$ cat src/rtl/seq_chunk_adder.sv
// Multi-cycle WIDTH-bit adder: CHUNK bits per clock, carry rippled through a register.
// Optional signed-overflow output enabled by defining SEQ_CHUNK_ADDER_OVF_EN.
module seq_chunk_adder #(
    parameter int WIDTH = 32,
    parameter int CHUNK = 8
) (
    input  logic             clk,
    input  logic             reset_n,
    input  logic             start,
    input  logic [WIDTH-1:0] a,
    input  logic [WIDTH-1:0] b,
    input  logic             cin,
    output logic             busy,
    output logic             done,
    output logic [WIDTH-1:0] s,
    output logic             cout
`ifdef SEQ_CHUNK_ADDER_OVF_EN
    ,
    output logic             ovf
`endif
);

    localparam int NCHUNK = WIDTH / CHUNK;
    localparam int CNT_W  = (NCHUNK > 1) ? $clog2(NCHUNK) : 1;
    localparam logic [CNT_W-1:0] LAST_CNT = CNT_W'(NCHUNK - 1);

    if ((WIDTH % CHUNK) != 0 || NCHUNK < 1) begin : g_bad_params
        $error("seq_chunk_adder: WIDTH must be a non-zero multiple of CHUNK");
    end

    typedef enum logic [1:0] {
        ST_IDLE = 2'd0,
        ST_RUN  = 2'd1,
        ST_DONE = 2'd2
    } state_t;

    state_t           state_r;
    logic [WIDTH-1:0] op_a_r;
    logic [WIDTH-1:0] op_b_r;
    logic [WIDTH-1:0] res_r;
    logic             carry_r;
    logic [CNT_W-1:0] cnt_r;

    logic [CHUNK:0]   add_s;
    logic [CHUNK-1:0] chunk_sum_s;
    logic             chunk_cout_s;
    logic [WIDTH-1:0] sum_ext_s;
    logic [WIDTH-1:0] res_next_s;

    // Ripple one chunk using the p/g full-adder cell; returns {carry_out, sum}.
    function automatic logic [CHUNK:0] chunk_add(input logic [CHUNK-1:0] x,
                                                 input logic [CHUNK-1:0] y,
                                                 input logic             c_in);
        logic [CHUNK-1:0] p;
        logic [CHUNK-1:0] g;
        logic [CHUNK-1:0] sum;
        logic             c;
        c = c_in;
        for (int i = 0; i < CHUNK; i++) begin
            p[i]   = x[i] ^ y[i];
            g[i]   = x[i] & y[i];
            sum[i] = p[i] ^ c;
            c      = g[i] | (p[i] & c);
        end
        return {c, sum};
    endfunction

    // Chunk datapath: add the low chunk and insert its sum at the MSB end of the result.
    always_comb begin
        add_s        = chunk_add(op_a_r[CHUNK-1:0], op_b_r[CHUNK-1:0], carry_r);
        chunk_sum_s  = add_s[CHUNK-1:0];
        chunk_cout_s = add_s[CHUNK];
        sum_ext_s    = '0;
        sum_ext_s[WIDTH-1 -: CHUNK] = chunk_sum_s;
        res_next_s   = (res_r >> CHUNK) | sum_ext_s;
    end

    // Control FSM with registered handshake and result outputs.
    always_ff @(posedge clk or negedge reset_n) begin
        if (!reset_n) begin
            state_r <= ST_IDLE;
            op_a_r  <= '0;
            op_b_r  <= '0;
            res_r   <= '0;
            carry_r <= 1'b0;
            cnt_r   <= '0;
            busy    <= 1'b0;
            done    <= 1'b0;
            s       <= '0;
            cout    <= 1'b0;
`ifdef SEQ_CHUNK_ADDER_OVF_EN
            ovf     <= 1'b0;
`endif
        end else begin
            case (state_r)
                ST_IDLE: begin
                    done <= 1'b0;
                    if (start) begin
                        op_a_r  <= a;
                        op_b_r  <= b;
                        carry_r <= cin;
                        cnt_r   <= '0;
                        busy    <= 1'b1;
                        state_r <= ST_RUN;
                    end else begin
                        busy    <= 1'b0;
                    end
                end
                ST_RUN: begin
                    op_a_r  <= op_a_r >> CHUNK;
                    op_b_r  <= op_b_r >> CHUNK;
                    carry_r <= chunk_cout_s;
                    res_r   <= res_next_s;
                    if (cnt_r == LAST_CNT) begin
                        s       <= res_next_s;
                        cout    <= chunk_cout_s;
`ifdef SEQ_CHUNK_ADDER_OVF_EN
                        // Carry into the MSB is recovered from sum ^ a ^ b at that bit.
                        ovf     <= chunk_sum_s[CHUNK-1] ^ op_a_r[CHUNK-1] ^ op_b_r[CHUNK-1]
                                   ^ chunk_cout_s;
`endif
                        done    <= 1'b1;
                        state_r <= ST_DONE;
                    end else begin
                        cnt_r   <= cnt_r + CNT_W'(1);
                    end
                end
                ST_DONE: begin
                    done <= 1'b0;
                    // The DONE exit edge doubles as an accept slot so a held start sustains one op per NCHUNK+1 cycles.
                    if (start) begin
                        op_a_r  <= a;
                        op_b_r  <= b;
                        carry_r <= cin;
                        cnt_r   <= '0;
                        busy    <= 1'b1;
                        state_r <= ST_RUN;
                    end else begin
                        busy    <= 1'b0;
                        state_r <= ST_IDLE;
                    end
                end
                default: begin
                    busy    <= 1'b0;
                    done    <= 1'b0;
                    state_r <= ST_IDLE;
                end
            endcase
        end
    end

endmodule

$ cat config.mk
export PLATFORM = sky130hd
export DESIGN_NAME = seq_chunk_adder
export DESIGN_NICKNAME = d
export VERILOG_FILES = /design/src/rtl/seq_chunk_adder.sv
export SDC_FILE = /design/constraint.sdc
export NUM_CORES = 1
export LEC_CHECK = 0
export BUFFER_PORTS_ARGS = -buffer_cell sky130_fd_sc_hd__buf_2
export CELL_PAD_IN_SITES_DETAIL_PLACEMENT = 0
export CELL_PAD_IN_SITES_GLOBAL_PLACEMENT = 1
export CORE_ASPECT_RATIO = 0.5
export CORE_MARGIN = 2
export CORE_UTILIZATION = 40
export CTS_CLUSTER_DIAMETER = 200
export DETAILED_ROUTE_END_ITERATION = 12
export GPL_ROUTABILITY_DRIVEN = 0
export GPL_TIMING_DRIVEN = 0
export PLACE_DENSITY = 0.78
export SYNTH_ARGS = -nofsm -noshare
export SYNTH_HDL_FRONTEND = slang
export SYNTH_SLANG_ARGS = --single-unit
$ cat constraint.sdc
create_clock -name clk -period 6.69 [get_ports clk]
set_clock_uncertainty 0.2 [all_clocks]
set_input_delay 1.338 -clock clk [delete_from_list [all_inputs] [get_ports clk]]
set_output_delay 1.338 -clock clk [all_outputs]
set_load 0.01 [all_outputs]
==> results of run 1 <==
-- critical path, delay by kind of cell (launching register included) --
family	cells	cell delay [ns]
compound gates	1	0.17
fa+ha+maj	8	2.93
buf+inv	3	0.28
flops	1	0.40
-- power by group through the flow --
stage          registers [mW]  clock network (mW)  logic, mW
2_1_floorplan            1.39                   0       1.05
3_3_place_gp             1.42                   0       1.47
3_5_place_dp             1.43                   0       1.51
4_1_cts                  1.42               0.933       1.52
5_1_grt                  1.47               0.974       1.69
6_report                 1.42               0.919       1.51
-- cell usage in the layout (no fill, tap or decap), types with 5 or more instances in the layout --
cell,instances
a211oi_1,30
a21oi_1,30
a22o_1,17
buf_2,127
buf_6,7
clkbuf_1,8
clkbuf_16,17
clkinvlp_4,5
dfrtp_1,128
fa_1,8
inv_1,8
mux2_2,9
mux2_4,23
mux2i_1,30
nand2_1,76
nor2_1,22
nor2b_1,32
nor3_1,18
o21ai_0,6
o22ai_1,18
-- path summary, 6_finish.rpt --
check | slack, ns | to | start
max in group asynchronous | 4.85 | op_b_r[6] | reset_n
setup reg to reg | 2.63 | res_r[31] | op_a_r[0]
setup / recovery | 2.63 | res_r[31] | op_a_r[0]
hold / removal | 0.27 | busy | busy
min in group asynchronous | 0.69 | op_a_r[28] | reset_n
hold reg to reg | 0.27 | busy | busy
-- stage by stage --
step / area, sq um / total power, mW
floorplan: 5777 / 2.433
global placement: 6523 / 2.893
detailed placement: 6556 / 2.942
CTS: 7147 / 3.879
global route: 7147 / 4.126
finish: 7147 / 3.853
-- per-layer routing --
| layer | global-route usage | up-vias |
|---|---|---|
| met1 | 0.2802 | 2070 |
| met4 | 0.07105 | 0 |
| met5 | 0 | - |
| li1 | - | 2010 |
| met2 | 0.2916 | 96 |
| met3 | 0.04294 | 15 |
-- cell families (layout without fill, tap and decap cells) --
logic type | count (synthesis) | count (layout)
buf+inv | 48 | 182
compound gates | 102 | 102
xor+xnor | 1 | 1
mux | 62 | 62
flops | 128 | 128
simple gates | 154 | 154
fa+ha+maj | 9 | 9
-- sequential cells by signal, summed over array words and instances, names as in the netlist --
register	count
busy	1
carry_r	1
cnt_r	2
cout	1
done	1
op_a_r	32
op_b_r	32
res_r	24
s	32
state_r	2
-- final cells by class --
cell class | instances | area share
Sequential cell | 128 | 0.4482
Buffer | 40 | 0.03204
Tap cell | 192 | 0.03361
Clock inverter | 12 | 0.01873
Timing Repair Buffer | 102 | 0.07546
Multi-Input combinational cell | 328 | 0.3239
Clock buffer | 20 | 0.06390
Inverter | 8 | 0.004202
==> metrics.md, run 1 <==
| Metric | Value |
|---|---|
| Final setup vio count | 0 |
| Hold Violations, Final | 0 |
| CP max stage delay | 0.44 ns |
| Cells after Synth | 504 |
| WL met3 | 645 microns |
| Sequential-to-total area share from yosys stat | 0.5545 |
| F_max | 0.2460 GHz |
| TritonCTS clock tree | yes |
| Detailed Route WL | 14240 microns |
| CTS clk-pin slew, worst paths | 0.06 ns |
| Leak pwr | 3.425 nW |
| Clk root buf | clkbuf_16 |
| CTS buffer count | 17 |
| Clk pwr share | 0.239 |
| Crit path cell chain | inv_1 -> fa_1 -> inv_1 -> fa_1 -> fa_1 -> fa_1 -> fa_1 -> fa_1 -> fa_1 -> inv_1 -> fa_1 -> o21ai_0 |
| Synthesized flop and latch total | 128 |
| Crit start category | flip-flop |
| EDFF count, synth | 0 |
| Fin. max-slew vios | 0 |
| WP data arrival | 4.20 ns |
| Avg WL per Cell | 17.16 microns |
| Worst r2r path cells | 12 |
| Crit path kind | reg2reg |
| Post-route clock period utilization | 0.6076 |
| Grt total ovfl | 0 |
| Distinct cells, synth | 25 |
| Core area | 13810 sq um |
| GRT Total Usage | 0.1942 |
| Maximum clock insertion buffer count | 2 |
| RSZ-0062 raised after global routing | no |
| Synth Area in Simple Gates | 0.1232 |
| Ports | 103 |
| Synth area leader | dfrtp_1 |
| Number of nets with antenna violations after routing | 0 |
| Synth Area in Adders | 0.02989 |
| Post-CTS setup buffer count | 0 |
| Placed Cells | 798 |
| Area grow syn2layout | 23.72% |
| IO buf count | 101 |
| Largest net degree at the start of global routing | 73 |
| Count leader, synth | dfrtp_1 |
| Setup TNS | 0 ns |
| Area occupied by multi-input gates | 2315 sq um |
| Setup ws final | 2.625 ns |
| Met1 WL | 7203 microns |
| Share of layout cells above drive strength 1 | 0.3135 |
| CP max stage cell | fa_1 |
| Drt first pass iters | 4 |
| Synth Flop Type | dfrtp_1 |
| VDD IR-drop max | 0.2684 mV |
| Layout Utilization | 0.5174 |
| Number of global-route vias before repair | 4261 |
| CTS Hold Bufs | 0 |
| Most frequent cell on the critical path | fa_1 |
| Mux contribution to synthesized area | 0.1293 |
| Relative slew margins | 0.6227 |
| Outcome | finished, final reports clean |
| Register area | 3203 sq um |
| Power per cell area | 539.1 nW/um^2 |
| Post-route insts no fill | 830 |
| Switch Pwr | 1.427 mW |
| Max Used Layer | met4 |
| Top area cells in the synthesized netlist | dfrtp_1 (55%), mux2_4 (6.0%), mux2i_1 (5.2%) |
| Hold WS | 0.2716 ns |
| Starting DRT DRC Count | 264 |
| Die ar. | 15480 sq um |
| Top cell type's share of synthesized area | 0.5545 |
| Largest family of logic cells by synthesized area | multiplexers |
| CP Capture Type | flip-flop |
| Drt drc | 0 |
| Data required, critical path | 6.82 ns |
| Worst Hold Class | reg2reg |
| Fill count | 1286 |
| Slew @ Worst Pin | 0.5660 ns |
| DR vias | 4191 |
| Clock Sinks | 128 |
| Initial antenna violation count | 0 |
| CTS H-Tree Depth | 4 |
| Syn Nets | 581 |
| Max-Cap Viols | 0 |
| Pre-CTS setup slack | 2.624 ns |
| Effective utilization at floorplan | 0.4182 |
| Post-CTS resize count | 0 |
| Xor-xnor portion of the synthesized cell area | 0.001516 |
| Worst skew pair latency | 0.41 ns |
| Final #Nets | 702 |
| P_int | 2.426 mW |
| Yosys warnings | 0 |
| Wire length on met2 | 6194 microns |
| Compound-Gate Fraction of Synth Area | 0.1167 |
| # diodes | 0 |
| Tmin final | 4.065 ns |
| Post-Syn Area | 5777 sq um |
| First-pass GRT wire length | 22710 microns |
| Worst Path Max Fanout | 3 |
| Sequential share of power | 0.369 |
| Row Count | 30 |
| Die width | 174.0 microns |
| Vias per std cell | 5.049 |
| Die Y-Extent | 88.98 microns |
| Gate power share | 0.392 |
| Synth async-reset ratio | 1.000 |
| Avg Inst Size Synth | 11.46 sq um |
| Post-synth top cells | dfrtp_1 (128), nand2_1 (76), nor2b_1 (32) |
| Worst hold stages | 2 |
| Sw frac | 0.3703 |
| Hpwl dp | 9976 microns |
Power figures use the tool's default switching activity.
==> inputs of run 2 (changes only) <==
--- a/config.mk
+++ b/config.mk
@@ -15,7 +15,7 @@
 export DETAILED_ROUTE_END_ITERATION = 12
 export GPL_ROUTABILITY_DRIVEN = 0
 export GPL_TIMING_DRIVEN = 0
-export PLACE_DENSITY = 0.78
+export PLACE_DENSITY = 0.81
 export SYNTH_ARGS = -nofsm -noshare
 export SYNTH_HDL_FRONTEND = slang
 export SYNTH_SLANG_ARGS = --single-unit
==> constraint.sdc (replaced) <==
create_clock -name clk -period 3.4 [get_ports clk]
set_clock_uncertainty 0.2 [all_clocks]
set_input_delay 0.68 -clock clk [delete_from_list [all_inputs] [get_ports clk]]
set_output_delay 0.68 -clock clk [all_outputs]
set_load 0.01 [all_outputs]
==> metrics.md, run 2 (same netlist as run 1, synthesis figures left out) <==
| Metric | Value |
|---|---|
| Leak pwr | 3.461 nW (+1.0%) |
| Share of layout cells above drive strength 1 | 0.3297 (+0.01621) |
| Die ar. | 15480 sq um (unchanged) |
| Worst Hold Class | in2async |
| CTS H-Tree Depth | 4 (unchanged) |
| Detailed Route WL | 13980 microns (-1.8%) |
| Starting DRT DRC Count | 261 (-1.1%) |
| Drt drc | 0 (unchanged) |
| Register area | 3203 sq um (unchanged) |
| Tmin final | 3.742 ns (-0.3231 ns) |
| Maximum clock insertion buffer count | 2 (unchanged) |
| Commonest non-fill, non-tap cell in the layout | dfrtp_1 |
| Worst Path Max Fanout | 2 (-1) |
| Avg WL per Cell | 16.81 microns (-2.0%) |
| Initial antenna violation count | 0 (unchanged) |
| FF-to-FF setup slack | -0.34 ns (-2.97 ns) |
| Grt total ovfl | 0 (unchanged) |
| Fill count | 1271 (-1.2%) |
| Fin. max-slew vios | 0 (unchanged) |
| Final setup vio count | 6 (+6) |
| Crit start category | flip-flop |
| Post-route insts no fill | 832 (+0.24%) |
| CP Capture Type | flip-flop |
| IO buf count | 101 (unchanged) |
| Effective utilization at floorplan | 0.4182 (unchanged) |
| CP max stage delay | 0.46 ns (+0.02 ns) |
| Worst skew pair latency | 0.41 ns (about the same) |
| Outcome | complete, but fails checks |
| Die width | 174.0 microns (unchanged) |
| Most frequent cells in the layout | dfrtp_1 (128), buf_2 (127), nand2_1 (76) |
| Area occupied by multi-input gates | 2336 sq um (+0.92%) |
| Row Count | 30 (unchanged) |
| Layout Utilization | 0.5246 (+0.007247) |
| Vias per std cell | 5.071 (+0.43%) |
| First-pass GRT wire length | 22870 microns (+0.73%) |
| Violated checks | negative setup slack |
| DR vias | 4219 (+0.67%) |
| Final #Nets | 704 (+0.28%) |
| Max-Cap Viols | 0 (unchanged) |
| Ports | 103 (unchanged) |
| VDD IR-drop max | 0.5533 mV (+110%) |
| WP data arrival | 3.87 ns (-0.33 ns) |
| Placed Area | 6571 sq um (+0.23%) |
| Hold Violations, Final | 0 (unchanged) |
| Clock Sinks | 128 (unchanged) |
| Core area | 13810 sq um (unchanged) |
| Crit path kind | reg2reg |
| Area grow syn2layout | 25.45% |
| Number of global-route vias before repair | 4215 (-1.1%) |
| Top flop regs | op_a_r: 32 flops, op_b_r: 32 flops, s: 32 flops |
| TritonCTS clock tree | yes |
| Crit path cell chain | inv_2 -> fa_1 -> inv_1 -> fa_2 -> fa_2 -> fa_2 -> fa_2 -> fa_2 -> fa_2 -> inv_2 -> fa_2 -> o21ai_1 |
| Post-layout instance area | 7247 sq um (+1.4%) |
| RSZ-0062 raised after global routing | yes |
| Die Y-Extent | 88.98 microns (unchanged) |
| Drt first pass iters | 4 (unchanged) |
| Largest net degree at the start of global routing | 78 (+6.8%) |
| CTS clk-pin slew, worst paths | 0.06 ns (about the same) |
| CP max stage cell | fa_2 |
| Hpwl dp | 9948 microns (-0.28%) |
| F_max | 0.2673 GHz (+8.6%) |
| Pre-CTS setup slack | -0.3731 ns (-2.997 ns) |
| Placed Cells | 798 (unchanged) |
| CTS buffer count | 17 (unchanged) |
| Clk root buf | clkbuf_16 |
| GRT Total Usage | 0.1930 (-0.001216) |
| Data required, critical path | 3.53 ns (-3.29 ns) |
| Setup TNS | -1.228 ns (-1.228 ns) |
| Setup ws final | -0.3417 ns (-2.967 ns) |
| Relative slew margins | 0.6078 (-0.01490) |
| # diodes | 0 (unchanged) |
| Post-route clock period utilization | 1.101 (+0.4929) |
| Slew @ Worst Pin | 0.5883 ns (+0.02235 ns) |
| Most frequent cell on the critical path | fa_2 |
| Number of nets with antenna violations after routing | 0 (unchanged) |
| Power per cell area | 1085 nW/um^2 (+100%) |
## run 2: where the power goes
| group | switching [mW] | leakage [nW] | internal [mW] |
|---|---|---|---|
| logic | 1.59 | 1.58 | 1.46 |
| clock network | 0.683 | 0.307 | 1.33 |
| registers | 0.538 | 1.58 | 2.27 |
## run 2: layout make-up
type	count	share of cell area
Clock inverter	12	0.02866
Tap cell	192	0.03315
Clock buffer	20	0.06164
Sequential cell	128	0.4420
Multi-Input combinational cell	328	0.3223
Inverter	8	0.004144
Timing Repair Buffer	104	0.07648
Buffer	40	0.03160
## run 2: per-layer routing
| layer | track usage | routed length, microns |
|---|---|---|
| met4 | 0.04966 | 113 |
| met2 | 0.2941 | 6261 |
| met3 | 0.04252 | 552 |
| met1 | 0.2830 | 7056 |
| met5 | 0 | 0 |
## run 2: worst paths after layout
check / end / startpoint / cells past startpoint
max in group asynchronous: res_r[20] / reset_n / 2
worst max-delay path: s[31] / op_a_r[0] / 12
min in group clk: res_r[15] / res_r[15] / 2
worst min-delay path: op_a_r[27] / reset_n / 1
worst max register to register: s[31] / op_a_r[0] / 12
worst min register to register: res_r[15] / res_r[15] / 2
## run 2: critical path, delay by kind of cell (launching register included)
| kind | cells | cell delay, ns |
|---|---|---|
| DFF | 1 | 0.43 |
| adders and majority gates | 8 | 2.72 |
| buffers and inverters | 3 | 0.20 |
| AOI/OAI and AO/OA | 1 | 0.13 |
## run 2: repair_timing
item | CTS | global route
gates cloned | 0 | 0
hold buffers | 0 | 0
setup buffers | 1 | 1
pin swaps | 2 | 2
endpoints found under the setup margin | 6 | 6
gates resized for setup | 3 | 0
## run 2: stage by stage
| step | hold slack [ns] | power (mW) |
|---|---|---|
| 2_1_floorplan | 0.1844 | 4.828 |
| 3_3_place_gp | 0.2563 | 5.731 |
| 3_5_place_dp | 0.2637 | 5.831 |
| 4_1_cts | 0.03804 | 7.892 |
| 5_1_grt | 0.04202 | 8.435 |
| 6_report | 0.01376 | 7.864 |
